`src/rtl/bus_bridge_pkg.sv`:
```
// bus_bridge_pkg: shared constants, FSM state types and frame-length helpers for the UART bus bridge.
// Frame lengths grow by one checksum byte when BUS_BRIDGE_UART_CSUM_EN is defined.
package bus_bridge_pkg;
   localparam logic [7:0] SYNC_DEFAULT = 8'hA5;
   localparam int FLAG_WRITE_BIT = 0;
   typedef enum logic [2:0] {HUNT, ADDR, DATA, FLAGS, CSUM} rx_state_t;
   typedef enum logic [1:0] {TX_IDLE, SEND, WAIT} tx_state_t;
   function automatic int req_frame_len(input int abytes, input int dbytes);
`ifdef BUS_BRIDGE_UART_CSUM_EN
      return abytes + dbytes + 3;
`else
      return abytes + dbytes + 2;
`endif
   endfunction
   function automatic int resp_frame_len(input int dbytes);
`ifdef BUS_BRIDGE_UART_CSUM_EN
      return dbytes + 3;
`else
      return dbytes + 2;
`endif
   endfunction
endpackage

```
`src/rtl/bus_bridge_req_fifo.sv`:
```
// bus_bridge_req_fifo: synchronous request FIFO with full/empty flags, occupancy count and register-fed head.
module bus_bridge_req_fifo #(
   parameter int W = 25,
   parameter int DEPTH = 4
) (
   input  logic                     clk,
   input  logic                     rst_n,
   input  logic                     push,
   input  logic                     pop,
   input  logic [W-1:0]             din,
   output logic [W-1:0]             head,
   output logic                     full,
   output logic                     empty,
   output logic [$clog2(DEPTH):0]   count
);
   localparam int PW = $clog2(DEPTH);
   localparam logic [PW:0] FULL_CNT = (PW+1)'(DEPTH);
   logic [W-1:0] mem_q [DEPTH];
   logic [PW-1:0] wr_ptr_q, wr_ptr_d, rd_ptr_q, rd_ptr_d;
   logic [PW:0] count_q, count_d;
   logic do_push, do_pop;
   always_comb begin
      do_pop = pop && count_q != '0;
      // a full FIFO still accepts a push when the head leaves in the same cycle
      do_push = push && (count_q != FULL_CNT || do_pop);
      wr_ptr_d = wr_ptr_q + PW'(do_push);
      rd_ptr_d = rd_ptr_q + PW'(do_pop);
      count_d = count_q + (PW+1)'(do_push) - (PW+1)'(do_pop);
   end
   always_ff @(posedge clk or negedge rst_n) begin
      if (!rst_n) begin
         wr_ptr_q <= '0;
         rd_ptr_q <= '0;
         count_q <= '0;
         for (int i = 0; i < DEPTH; i++) mem_q[i] <= '0;
      end else begin
         wr_ptr_q <= wr_ptr_d;
         rd_ptr_q <= rd_ptr_d;
         count_q <= count_d;
         if (do_push) mem_q[wr_ptr_q] <= din;
      end
   end
   assign head = mem_q[rd_ptr_q];
   assign full = count_q == FULL_CNT;
   assign empty = count_q == '0;
   assign count = count_q;
endmodule

```
`src/rtl/bus_bridge_uart_frame_master.sv`:
```
// bus_bridge_uart_frame_master: decodes SYNC-framed UART requests into a request FIFO and frames responses back.
// Define BUS_BRIDGE_UART_CSUM_EN to append and check an XOR checksum byte in both directions.
module bus_bridge_uart_frame_master
   import bus_bridge_pkg::*;
#(
   parameter int ADDR_W = 16,
   parameter int DATA_W = 8,
   parameter int FIFO_DEPTH = 4,
   parameter logic [7:0] SYNC_BYTE = SYNC_DEFAULT,
   parameter int TIMEOUT_CYC = 50000
) (
   input  logic              clk,
   input  logic              rst_n,
   input  logic [7:0]        rx_data,
   input  logic              rx_valid,
   output logic [7:0]        tx_data,
   output logic              tx_wr_en,
   input  logic              tx_busy,
   output logic              req_valid,
   input  logic              req_ready,
   output logic [ADDR_W-1:0] req_addr,
   output logic [DATA_W-1:0] req_wdata,
   output logic              req_is_write,
   input  logic              resp_valid,
   output logic              resp_ready,
   input  logic [DATA_W-1:0] resp_rdata,
   input  logic              resp_is_write,
   output logic [7:0]        frame_err_cnt,
   output logic [7:0]        drop_cnt
);
   localparam int AB = ADDR_W / 8;
   localparam int DB = DATA_W / 8;
   localparam int FW = ADDR_W + DATA_W + 1;
   localparam int GW = $clog2(TIMEOUT_CYC + 1);
   localparam logic [7:0] TX_LAST = 8'(resp_frame_len(DB) - 1);
   rx_state_t rx_state_q, rx_state_d;
   tx_state_t tx_state_q, tx_state_d;
   logic [7:0] rx_cnt_q, rx_cnt_d, csum_q, csum_d;
   logic [ADDR_W-1:0] addr_q, addr_d;
   logic [DATA_W-1:0] wdata_q, wdata_d, rdata_q, rdata_d;
   logic wr_q, wr_d, fire_q, fire_d;
   logic [GW-1:0] gap_q, gap_d;
   logic [7:0] frame_err_cnt_q, frame_err_cnt_d, drop_cnt_q, drop_cnt_d;
   logic timeout, bad, push, pop, full, empty;
   logic [FW-1:0] head;
   logic [$clog2(FIFO_DEPTH):0] fifo_count;
   logic [7:0] tx_cnt_q, tx_cnt_d, status_q, status_d, tx_data_q, tx_data_d, tx_byte, tx_csum;
   logic tx_wr_en_q, tx_wr_en_d, busy_q, resp_ready_q, resp_ready_d;
   always_comb begin
      rx_state_d = rx_state_q;
      rx_cnt_d = rx_cnt_q;
      addr_d = addr_q;
      wdata_d = wdata_q;
      wr_d = wr_q;
      csum_d = csum_q;
      fire_d = 1'b0;
      bad = 1'b0;
      gap_d = (rx_valid || rx_state_q == HUNT) ? '0 : gap_q + 1'b1;
      timeout = rx_state_q != HUNT && !rx_valid && gap_q == GW'(TIMEOUT_CYC - 1);
      if (timeout) rx_state_d = HUNT;
      else if (rx_valid) begin
         csum_d = csum_q ^ rx_data;
         rx_cnt_d = rx_cnt_q + 1'b1;
         case (rx_state_q)
            HUNT: begin
               csum_d = '0;
               rx_cnt_d = '0;
               rx_state_d = rx_data == SYNC_BYTE ? ADDR : HUNT;
            end
            ADDR: begin
               for (int i = 0; i < AB; i++) if (rx_cnt_q == 8'(i)) addr_d[8*i +: 8] = rx_data;
               if (rx_cnt_q == 8'(AB - 1)) begin
                  rx_state_d = DATA;
                  rx_cnt_d = '0;
               end
            end
            DATA: begin
               for (int i = 0; i < DB; i++) if (rx_cnt_q == 8'(i)) wdata_d[8*i +: 8] = rx_data;
               if (rx_cnt_q == 8'(DB - 1)) begin
                  rx_state_d = FLAGS;
                  rx_cnt_d = '0;
               end
            end
            FLAGS: begin
               wr_d = rx_data[FLAG_WRITE_BIT];
`ifdef BUS_BRIDGE_UART_CSUM_EN
               rx_state_d = CSUM;
`else
               rx_state_d = HUNT;
               fire_d = 1'b1;
`endif
            end
            default: begin
               rx_state_d = HUNT;
               fire_d = csum_q == rx_data;
               bad = csum_q != rx_data;
            end
         endcase
      end
      // the assembled frame registers stay stable during the cycle after the final byte
      pop = req_ready && fifo_count != '0;
      push = fire_q && (!full || pop);
      frame_err_cnt_d = ((timeout || bad) && frame_err_cnt_q != 8'hFF) ? frame_err_cnt_q + 1'b1 : frame_err_cnt_q;
      drop_cnt_d = (fire_q && !push && drop_cnt_q != 8'hFF) ? drop_cnt_q + 1'b1 : drop_cnt_q;
   end
   always_ff @(posedge clk or negedge rst_n) begin
      if (!rst_n) begin
         rx_state_q <= HUNT;
         rx_cnt_q <= '0;
         addr_q <= '0;
         wdata_q <= '0;
         wr_q <= 1'b0;
         csum_q <= '0;
         fire_q <= 1'b0;
         gap_q <= '0;
         frame_err_cnt_q <= '0;
         drop_cnt_q <= '0;
      end else begin
         rx_state_q <= rx_state_d;
         rx_cnt_q <= rx_cnt_d;
         addr_q <= addr_d;
         wdata_q <= wdata_d;
         wr_q <= wr_d;
         csum_q <= csum_d;
         fire_q <= fire_d;
         gap_q <= gap_d;
         frame_err_cnt_q <= frame_err_cnt_d;
         drop_cnt_q <= drop_cnt_d;
      end
   end
   bus_bridge_req_fifo #(.W(FW), .DEPTH(FIFO_DEPTH)) u_fifo (
      .clk(clk),
      .rst_n(rst_n),
      .push(push),
      .pop(pop),
      .din({wr_q, wdata_q, addr_q}),
      .head(head),
      .full(full),
      .empty(empty),
      .count(fifo_count)
   );
   always_comb begin
      tx_state_d = tx_state_q;
      tx_cnt_d = tx_cnt_q;
      rdata_d = rdata_q;
      status_d = status_q;
      tx_data_d = tx_data_q;
      tx_wr_en_d = 1'b0;
      tx_csum = status_q;
      for (int i = 0; i < DB; i++) tx_csum = tx_csum ^ rdata_q[8*i +: 8];
      tx_byte = SYNC_BYTE;
      for (int i = 0; i < DB; i++) if (tx_cnt_q == 8'(i + 1)) tx_byte = rdata_q[8*i +: 8];
      if (tx_cnt_q == 8'(DB + 1)) tx_byte = status_q;
      if (tx_cnt_q == 8'(DB + 2)) tx_byte = tx_csum;
      case (tx_state_q)
         TX_IDLE: if (resp_valid && resp_ready_q) begin
            rdata_d = resp_rdata;
            status_d = {7'b0, resp_is_write};
            tx_cnt_d = '0;
            tx_state_d = SEND;
         end
         SEND: if (!tx_busy) begin
            tx_data_d = tx_byte;
            tx_wr_en_d = 1'b1;
            tx_state_d = WAIT;
         end
         default: if (busy_q && !tx_busy) begin
            tx_state_d = tx_cnt_q == TX_LAST ? TX_IDLE : SEND;
            tx_cnt_d = tx_cnt_q + 1'b1;
         end
      endcase
      resp_ready_d = tx_state_d == TX_IDLE;
   end
   always_ff @(posedge clk or negedge rst_n) begin
      if (!rst_n) begin
         tx_state_q <= TX_IDLE;
         tx_cnt_q <= '0;
         rdata_q <= '0;
         status_q <= '0;
         tx_data_q <= '0;
         tx_wr_en_q <= 1'b0;
         busy_q <= 1'b0;
         resp_ready_q <= 1'b0;
      end else begin
         tx_state_q <= tx_state_d;
         tx_cnt_q <= tx_cnt_d;
         rdata_q <= rdata_d;
         status_q <= status_d;
         tx_data_q <= tx_data_d;
         tx_wr_en_q <= tx_wr_en_d;
         busy_q <= tx_busy;
         resp_ready_q <= resp_ready_d;
      end
   end
   assign tx_data = tx_data_q;
   assign tx_wr_en = tx_wr_en_q;
   assign resp_ready = resp_ready_q;
   assign req_valid = !empty;
   assign {req_is_write, req_wdata, req_addr} = head;
   assign frame_err_cnt = frame_err_cnt_q;
   assign drop_cnt = drop_cnt_q;
endmodule
```
`config.mk`:
```
export PLATFORM = sky130hd
export DESIGN_NAME = bus_bridge_uart_frame_master
export DESIGN_NICKNAME = d
export VERILOG_FILES = /design/src/rtl/bus_bridge_pkg.sv /design/src/rtl/bus_bridge_req_fifo.sv /design/src/rtl/bus_bridge_uart_frame_master.sv
export SDC_FILE = /design/constraint.sdc
export NUM_CORES = 1
export LEC_CHECK = 0
export ABC_AREA = 1
export CAP_MARGIN = 20
export CORE_MARGIN = 8
export CORE_UTILIZATION = 63
export CTS_BUF_LIST = sky130_fd_sc_hd__clkbuf_16
export DETAILED_ROUTE_END_ITERATION = 7
export PLACE_DENSITY = 0.88
export SLEW_MARGIN = 20
export SYNTH_ARGS = -nofsm -noshare
export SYNTH_HDL_FRONTEND = slang
export SYNTH_SLANG_ARGS = --single-unit
export TNS_END_PERCENT = 5
```
`constraint.sdc`:
```
create_clock -name clk -period 2.72 [get_ports clk]
set_input_delay 0.272 -clock clk [delete_from_list [all_inputs] [get_ports clk]]
set_output_delay 0.272 -clock clk [all_outputs]
set_load 0.01 [all_outputs]
```
======== After elaboration in Yosys (flattened, before gate mapping) ========
Index checks and enable logic that the tools add are counted.
operators by class
  add/sub/neg operators ................... 9
  $lt $le $gt $ge ......................... 3
  equality and inequality tests ........... 19
  muxes and demuxes ....................... 36
  bitwise logic cells ..................... 7
  reduce and logical (&&, ||, !) cells .... 41
operators by type and width
  kind                                                              count
  100-bit bitwise mux                                               1
  25-bit 2-to-1 mux                                                 3
  8-bit 2-to-1 mux                                                  8
  25-bit binary-select mux with 2-bit select                        1
  25-bit demux with 2-bit select                                    1
  8-bit by 1-bit adder with 8-bit output (second input constant)    4
  8-bit one-hot mux with 3 select lines                             1
  16-bit by 1-bit adder with 16-bit output (second input constant)  1
  16-bit == test (second input constant)                            1
  8-bit by 1-bit == test with 1-bit output (second input constant)  2
  8-bit by 2-bit == test with 1-bit output (second input constant)  2
  16-bit 2-to-1 mux                                                 1
  8-bit inequality test (second input constant)                     2
  8-bit one-hot mux with 2 select lines                             1
  1-bit logical AND                                                 12
  3-bit 2-to-1 mux                                                  4
  4-bit AND reduction                                               3
  1-bit 2-to-1 mux                                                  9
  3-bit inequality test (second input constant)                     3
  3-bit one-hot mux with 3 select lines                             1
  3-bit AND reduction                                               3
  8-bit == test                                                     1
  8-bit == test (second input constant)                             1
  8-bit logical NOT                                                 1
  27 further kinds                                                  48
word-level totals
  register bits after elaboration ......... 214
  output and inout port bits .............. 52
  word-level logic and storage cells ...... 141

======== Depth between registers and ports, before layout ========
Gate-level depths: netlist of the first run.
  word-level depth ........................ 7
  mapped depth ............................ 11

======== Cells and area by module ========
Synthesis of the first run repeated with hierarchy kept, for this count alone.
second synthesis, totals
  cell total of the unflattened synthesis .. 1,240
  area total of the unflattened synthesis .. 10,354.9 um^2
modules (own cells, without submodules)
  module                        times used  cells each  area each (um^2)  seq. area each (um^2)
  bus_bridge_uart_frame_master  1           619         5,203.7           2,652.5
  bus_bridge_req_fifo           1           621         5,151.2           2,677.6

======== Worst setup path before layout of the first run ========
OpenSTA, ideal clock, no wires.
  kind .................................... reg-to-reg
  start point ............................. register u_fifo.count_q[1] (netlist: u_fifo.count[1])
  end point ............................... register u_fifo.count_q[2] (netlist: u_fifo.count[2])
  setup time .............................. 0.129 ns
  data arrival time ....................... 1.737 ns
  data required time ...................... 2.591 ns
  slack ................................... 0.855 ns
  stages on the path, launching flop included .. 10
  buffers on the path ..................... 0
  period minus slack after synthesis ...... 1.865 ns
  cell sequence ........................... dfrtp_1 > nor2_2 > a21oi_1 > ha_1 > inv_1 > ha_1 > inv_1 > fa_1 > xnor2_1 > xor2_1
on the way
  cells in the longest elaborated chain, start to end .. 7
  elaborated cells on any way between the ends .. 12
RTL lines
  what                                                           line                                                                                       text
  start, declared                                                bus_bridge_req_fifo.sv:20                                                                  logic [PW:0] count_q, count_d;
  start signal, assigned                                         bus_bridge_req_fifo.sv:39                                                                  count_q <= count_d;
  3-bit == test / 3-bit nonzero test (equally long branches)     bus_bridge_req_fifo.sv:44, bus_bridge_req_fifo.sv:23, bus_bridge_uart_frame_master.sv:101
  1-bit logical NOT / 1-bit logical AND (equally long branches)  bus_bridge_uart_frame_master.sv:102, bus_bridge_uart_frame_master.sv:101
  1-bit logical OR / 1-bit logical AND (equally long branches)   bus_bridge_uart_frame_master.sv:102, bus_bridge_req_fifo.sv:23
  1-bit logical AND / 1-bit logical OR (equally long branches)   bus_bridge_uart_frame_master.sv:102, bus_bridge_req_fifo.sv:25
  1-bit logical AND                                              bus_bridge_req_fifo.sv:25                                                                  do_push = push && (count_q != FULL_CNT || do_pop);
  3-bit by 1-bit adder with 3-bit output                         bus_bridge_req_fifo.sv:28                                                                  count_d = count_q + (PW+1)'(do_push) - (PW+1)'(do_pop);
  3-bit by 1-bit subtractor with 3-bit output (*)                bus_bridge_req_fifo.sv:28
  named net u_fifo.count_d[2]                                    bus_bridge_req_fifo.sv:20
Mark *: on every way through the listed nets, which the timed path passes. The rest lies on a longest branch.
A chain may end at the register's enable or synchronous reset.

======== Worst setup path after layout of the first run ========
  start point ............................. register u_fifo.rd_ptr_q[1]
  end point ............................... output req_wdata[2]
on the way
  cells in the longest elaborated chain, start to end .. 4
RTL lines
  what                                                    line                                text
  start, declared                                         bus_bridge_req_fifo.sv:19           logic [PW-1:0] wr_ptr_q, wr_ptr_d, rd_ptr_q, rd_ptr_d;
  start signal, assigned                                  bus_bridge_req_fifo.sv:38           rd_ptr_q <= rd_ptr_d;
  2-bit inverter with 3-bit output (not written as such)  bus_bridge_req_fifo.sv:43           assign head = mem_q[rd_ptr_q];
  25-bit binary-select mux with 2-bit select              bus_bridge_req_fifo.sv:43
  25-bit 2-to-1 mux (not written as such) (2 in a row)    bus_bridge_req_fifo.sv:43
  end, declared                                           bus_bridge_uart_frame_master.sv:22  output logic [DATA_W-1:0] req_wdata,
No other way between the ends. The select of a mux whose other input is x is not followed.

==> reports/results.ini, run 1 <==
[run_status]
status = complete, no violations

[clocking]
path_clk_slew_ns = 0.06
h-tree-depth = 1
post_cts_buffers = 0
cts_tree = done
cts_inserted_buffers = 22
cts-root-buf = clkbuf_16
cts.sinks = 213
ctsResizeCount = 0
ctsLongestPathBuffers = 3
clock_latency_ns = 0.51

[floorplanning]
num_rows = 45
io_pins = 75
die_y_um = 141
initial_core_util_pct = 64.7
dieArea_um2 = 19900
die_w_um = 141
core_um2 = 15200

[layout]
layout.nets = 1234
n_antenna_cell = 0
area_growth_pct = 17.4
fill_cells = 1029
drive_gt1_share_pct = 8.94
utilization_pct = 75.9

[worst_setup_path]
path_class = reg -> out
worst_ep_required_time_ns = 2.45
r2r_cells = 9
rr_endpoint = u_fifo.count[2]$_DFF_PN0_
cp-start-kind = register
r2r_slack_ns = 0.78
timing.rr.start = u_fifo.count[1]$_DFF_PN0_
worst_path_max_delay_cell = clkdlybuf4s50_1
cp_max_fo = 20
cp-startpoint = u_fifo.rd_ptr_q[1]$_DFF_PN0_
cp_cell_sequence = inv_1, buf_4, o21ai_0, o22ai_1, clkdlybuf4s50_1
crit_arrival_ns = 2.23
crit_path_end = req_wdata[2]
end_kind = primary output
path_buf_inv = 3
path_depth = 5
cpPeakStageDelay_ns = 0.58
critical_path.top_delay_family = buffers and inverters

[timing]
skew_ns = 0.00890
hold_violations = 0
worst_pin_slew_ns = 0.565
setup-violations-final = 0
holdWs_ns = 0.248
fin_ws_ns = 0.222
clock.fmax_mhz = 400
rsz0062_at_grt = false
min_period_over_period_pct = 91.9
relSlewSlack_pct = 62.3
min_period_ns = 2.50
tns_ns = 0
drv_slew = 0

[detailed_routing]
ant_nets = 0
drt_iter0_drc = 690
routedWlPerCell_um = 15.5
wl_um = 21700
dr_total_vias = 7912
via_per_inst = 5.67
dr.pass1.iters = 6
drc = 0

[global_route]
grt_max_degree = 70
overflow = 0
track_usage_pct = 22.3
grt_pass1_vias = 7738
antenna_found_initial = 0
grt_pass1_wl_um = 37100

[placed_design]
post-place-ws_ns = 0.493
gp_congestion = 0.865
place_hpwl_um = 14200
port-buffer-count = 74

[synth]
seq_area_frac_synth_pct = 54.2
netlist_area_um2 = 9830
ys_ff_latch = 213
synth_most_common_cell = nand2_1
synth_commonest_cells = 277 x nand2_1, 213 x dfrtp_1, 137 x o21ai_0
synth_nets = 1163
ys.flop_type = dfrtp_1
synth.area.top_cells = dfrtp_1 54%, nand2_1 11%, o21ai_0 7.0%, nor2_1 4.0%, inv_1 3.2%
yosysTopAreaCell = dfrtp_1
synth.avg_cell_area_um2 = 8.77
synth_edf_count = 0
synth_warnings = 0
synth_top_area_share_pct = 54.2
yosysUniqueCellTypes = 44
ys_async_sr_fraction_pct = 100
netlist_instances = 1121

[power]
p_leak_nw = 5.42
fin_total_pwr_mw = 13.2
power_density_nw_per_um2 = 1140
vdd_ir_drop_max_mv = 0.640

[run]
maxCapViolations = 0

[min_path]
holdCritPathClass = in -> reg
min_from = tx_busy

[cells by family after synthesis]
| kind of cell | count (synthesis) | synth area share [%] |
|---|---|---|
| AOI/OAI and AO/OA | 247 | 14.2 |
| xor gates and xnor gates | 26 | 2.32 |
| adders and majority gates | 19 | 2.49 |
| buffers and inverters | 145 | 5.91 |
| DFF | 213 | 54.2 |
| muxes | 1 | 0.102 |
| and+or+nand+nor | 470 | 20.8 |
[through the flow]
step                      instances  cell area (um2)
after floorplan                1121             9830
after global placement         1355            10800
after detailed placement       1355            10800
after CTS                      1396            11500
after global routing           1396            11500
final                          1396            11500
[worst min-delay path by stage]
stage | end | slack [ns] | depth (start not counted)
final | busy_q$_DFF_PN0_ | 0.25 | 1
after global routing | busy_q$_DFF_PN0_ | 0.25 | 1
after CTS | busy_q$_DFF_PN0_ | 0.24 | 1
after detailed placement | u_fifo.mem_q[48]$_DFFE_PN0P_ | 0.30 | 1
after global placement | u_fifo.mem_q[23]$_DFFE_PN0P_ | 0.30 | 1
after floorplan | addr_q[0]$_DFFE_PN0P_ | -0.02 | 0
[per-layer routing]
metal	vias up	global-route usage, %	share of wire, %
li1	3804	-	-
met1	3815	29.9	44
met2	251	37.5	49
met3	42	2.90	5.3
met4	0	6.39	2.1
met5	-	0	0
[power by group]
| group | switching [mW] | internal (mW) | total, mW |
|---|---|---|---|
| Clock | 1.22 | 1.90 | 3.13 |
| Sequential | 0.791 | 4.35 | 5.14 |
| Combinational | 2.80 | 2.14 | 4.94 |
| Total | 4.81 | 8.40 | 13.2 |
[layout make-up]
cell class / instances / area (um2) / share of cell area (%)
Sequential cell: 213 / 5330 / 46.2
Multi-Input combinational cell: 763 / 3930 / 34.0
Timing Repair Buffer: 90 / 917 / 7.94
Clock buffer: 23 / 576 / 4.99
Inverter: 102 / 383 / 3.32
Tap cell: 188 / 235 / 2.04
Clock inverter: 17 / 176 / 1.53
[sequential cells by signal, indices dropped and copies added, names as in the netlist, 3 cells and up]
name and count:
u_fifo.mem_q 100, addr_q 16, gap_q 16, csum_q 8, drop_cnt 8, frame_err_cnt 8
rdata_q 8, rx_cnt_q 8, tx_cnt_q 8, tx_data 8, wdata_q 8, u_fifo.count 3
[layout by cell type, fill, tap and decap left out, types with 2 or more instances in the layout]
| cell type | count |
|---|---|
| o21ai_0 | 137 |
| inv_2 | 17 |
| nand3_1 | 31 |
| nor3_2 | 4 |
| nand2_1 | 277 |
| inv_1 | 89 |
| o21ai_1 | 22 |
| clkdlybuf4s50_1 | 73 |
| xor2_1 | 15 |
| nand3_2 | 5 |
| buf_4 | 11 |
| buf_12 | 4 |
| o22ai_1 | 33 |
| clkbuf_16 | 23 |
| bufinv_16 | 4 |
| nand2_4 | 4 |
| nor2_2 | 9 |
| dfrtp_1 | 213 |
| nand4_1 | 13 |
| o21a_1 | 25 |
| clkinv_2 | 3 |
| nand2_2 | 5 |
| a31oi_1 | 3 |
| ha_1 | 18 |
| nor2_1 | 103 |
| a21oi_1 | 12 |
| nor2_4 | 2 |
| xnor2_1 | 11 |
| clkinv_1 | 5 |
| o21ai_2 | 8 |
| nor3_1 | 10 |
[repair_timing]
| item | CTS | global route |
|---|---|---|
| setup endpoints to repair | 0 | 0 |
| hold buffers | 1 | 0 |
| endpoints found under the hold margin | 65 | 0 |
Note: power is estimated with default switching activity, not from simulation.
==> run 2: changes to the inputs <==
- SKIP_CTS_REPAIR_TIMING: unset -> 1
==> reports/results.ini, run 2 (synthesis results as in run 1) <==
[timing]
rsz0062_at_grt = false
worst_pin_slew_ns = 0.566  ; +0.00105 ns
min_period_over_period_pct = 92.1  ; +0.22 points
min_period_ns = 2.50  ; +0.00595 ns
clock.fmax_mhz = 399  ; -0.24%
setup-violations-final = 0  ; unchanged
tns_ns = 0  ; unchanged
skew_ns = 0.00874  ; -0.000162 ns
drv_slew = 0  ; unchanged
fin_ws_ns = 0.216  ; -0.00595 ns
relSlewSlack_pct = 62.3  ; -0.070 points
holdWs_ns = 0.248  ; -0.000158 ns
hold_violations = 0  ; unchanged

[layout]
drive_gt1_share_pct = 8.94  ; unchanged
final_common_cell = nand2_1
area_growth_pct = 17.4  ; unchanged
n_antenna_cell = 0  ; unchanged
multi_input_area_um2 = 3930  ; unchanged
regArea_um2 = 5330  ; unchanged
largestRegisters = u_fifo.mem_q (100), addr_q (16), gap_q (16)
layout.cells.most_common_list = 277 x nand2_1, 213 x dfrtp_1, 137 x o21ai_0
top_register = u_fifo.mem_q
fill_cells = 1029  ; unchanged
largest_register_ffs = 100  ; unchanged
utilization_pct = 75.9  ; unchanged
layout.nets = 1234  ; unchanged

[clocking]
h-tree-depth = 1  ; unchanged
cts-root-buf = clkbuf_16
cts_inserted_buffers = 22  ; unchanged
cts.sinks = 213  ; unchanged
path_clk_slew_ns = 0.06  ; about the same
ctsLongestPathBuffers = 3  ; unchanged
cts_tree = done
clock_latency_ns = 0.51  ; about the same

[worst_setup_path]
r2r_slack_ns = 0.78  ; about the same
worst_ep_required_time_ns = 2.45  ; about the same
cp_max_fo = 20  ; unchanged
cp-start-kind = register
path_class = reg -> out
end_kind = primary output
crit_arrival_ns = 2.23  ; about the same

[floorplanning]
core_um2 = 15200  ; unchanged
dieArea_um2 = 19900  ; unchanged
die_w_um = 141  ; unchanged
die_y_um = 141  ; unchanged
initial_core_util_pct = 64.7  ; unchanged
io_pins = 75  ; unchanged
num_rows = 45  ; unchanged

[placed_design]
gp_congestion = 0.865  ; unchanged
post-place-ws_ns = 0.493  ; unchanged
place_hpwl_um = 14200  ; unchanged
port-buffer-count = 74  ; unchanged

[detailed_routing]
drc = 0  ; unchanged
routedWlPerCell_um = 15.5  ; about the same
wl_um = 21700  ; about the same
dr.pass1.iters = 5  ; -1
via_per_inst = 5.68  ; +0.23%
ant_nets = 0  ; unchanged
dr_total_vias = 7930  ; +0.23%
drt_iter0_drc = 653  ; -5.4%

[run_status]
status = complete, no violations

[global_route]
antenna_found_initial = 0  ; unchanged
grt_max_degree = 70  ; unchanged
grt_pass1_vias = 7733  ; -0.065%
track_usage_pct = 22.3  ; about the same
grt_pass1_wl_um = 37000  ; about the same
overflow = 0  ; unchanged

[run]
maxCapViolations = 0  ; unchanged

[min_path]
holdCritPathClass = in -> reg

[power]
fin_total_pwr_mw = 13.2  ; about the same
power_density_nw_per_um2 = 1140  ; about the same
vdd_ir_drop_max_mv = 0.631  ; -1.4%
p_leak_nw = 5.42  ; unchanged

run 2: final timing paths:
check / startpoint / endpoint / cells past startpoint
setup / recovery: u_fifo.rd_ptr_q[1]$_DFF_PN0_ / req_wdata[2] / 5
hold / removal: tx_busy / busy_q$_DFF_PN0_ / 1
setup reg to reg: u_fifo.count[1]$_DFF_PN0_ / u_fifo.count[2]$_DFF_PN0_ / 9
hold reg to reg: gap_q[0]$_DFF_PN0_ / gap_q[0]$_DFF_PN0_ / 1
max in group asynchronous: rst_n / rdata_q[3]$_DFFE_PN0P_ / 3
min in group asynchronous: rst_n / u_fifo.mem_q[23]$_DFFE_PN0P_ / 2
run 2: metrics by stage:
stage          cells  area, um2
3_3_place_gp    1355      10800
2_1_floorplan   1121       9830
3_5_place_dp    1355      10800
6_report        1396      11500
4_1_cts         1395      11500
5_1_grt         1396      11500
run 2: power breakdown:
group          switching, mW  internal [mW]  total [mW]
sequential             0.788           4.35        5.14
combinational           2.80           2.14        4.94
clock                   1.22           1.90        3.13
total                   4.81           8.40        13.2
run 2: final cells by class:
| cell class | count | share of cell area (%) |
|---|---|---|
| multi-input combinational | 763 | 34.0 |
| inverter | 102 | 3.32 |
| clock inverter | 17 | 1.53 |
| clock buffer | 23 | 4.99 |
| sequential | 213 | 46.2 |
| tap | 188 | 2.04 |
| timing repair buffer | 90 | 7.94 |
run 2: worst max-delay path, cell delays in order (launching register included):
cell and delay [ns]:
dfrtp_1 0.38, inv_1 0.14, buf_4 0.28, o21ai_0 0.15, o22ai_1 0.20, clkdlybuf4s50_1 0.58
run 2: layer usage:
metal / GRT usage (%) / part of all wire [%] / up-vias
met5: 0 / 0 / -
met4: 6.39 / 2.0 / 0
met3: 2.90 / 5.0 / 38
met2: 37.5 / 49 / 242
met1: 29.9 / 44 / 3840
li1: - / - / 3810
==> run 3: changes to the inputs <==
- SLEW_MARGIN: 20 -> 0
==> results of run 3 <==
No change in the layout: final DEF, timing and power equal those of run 2.
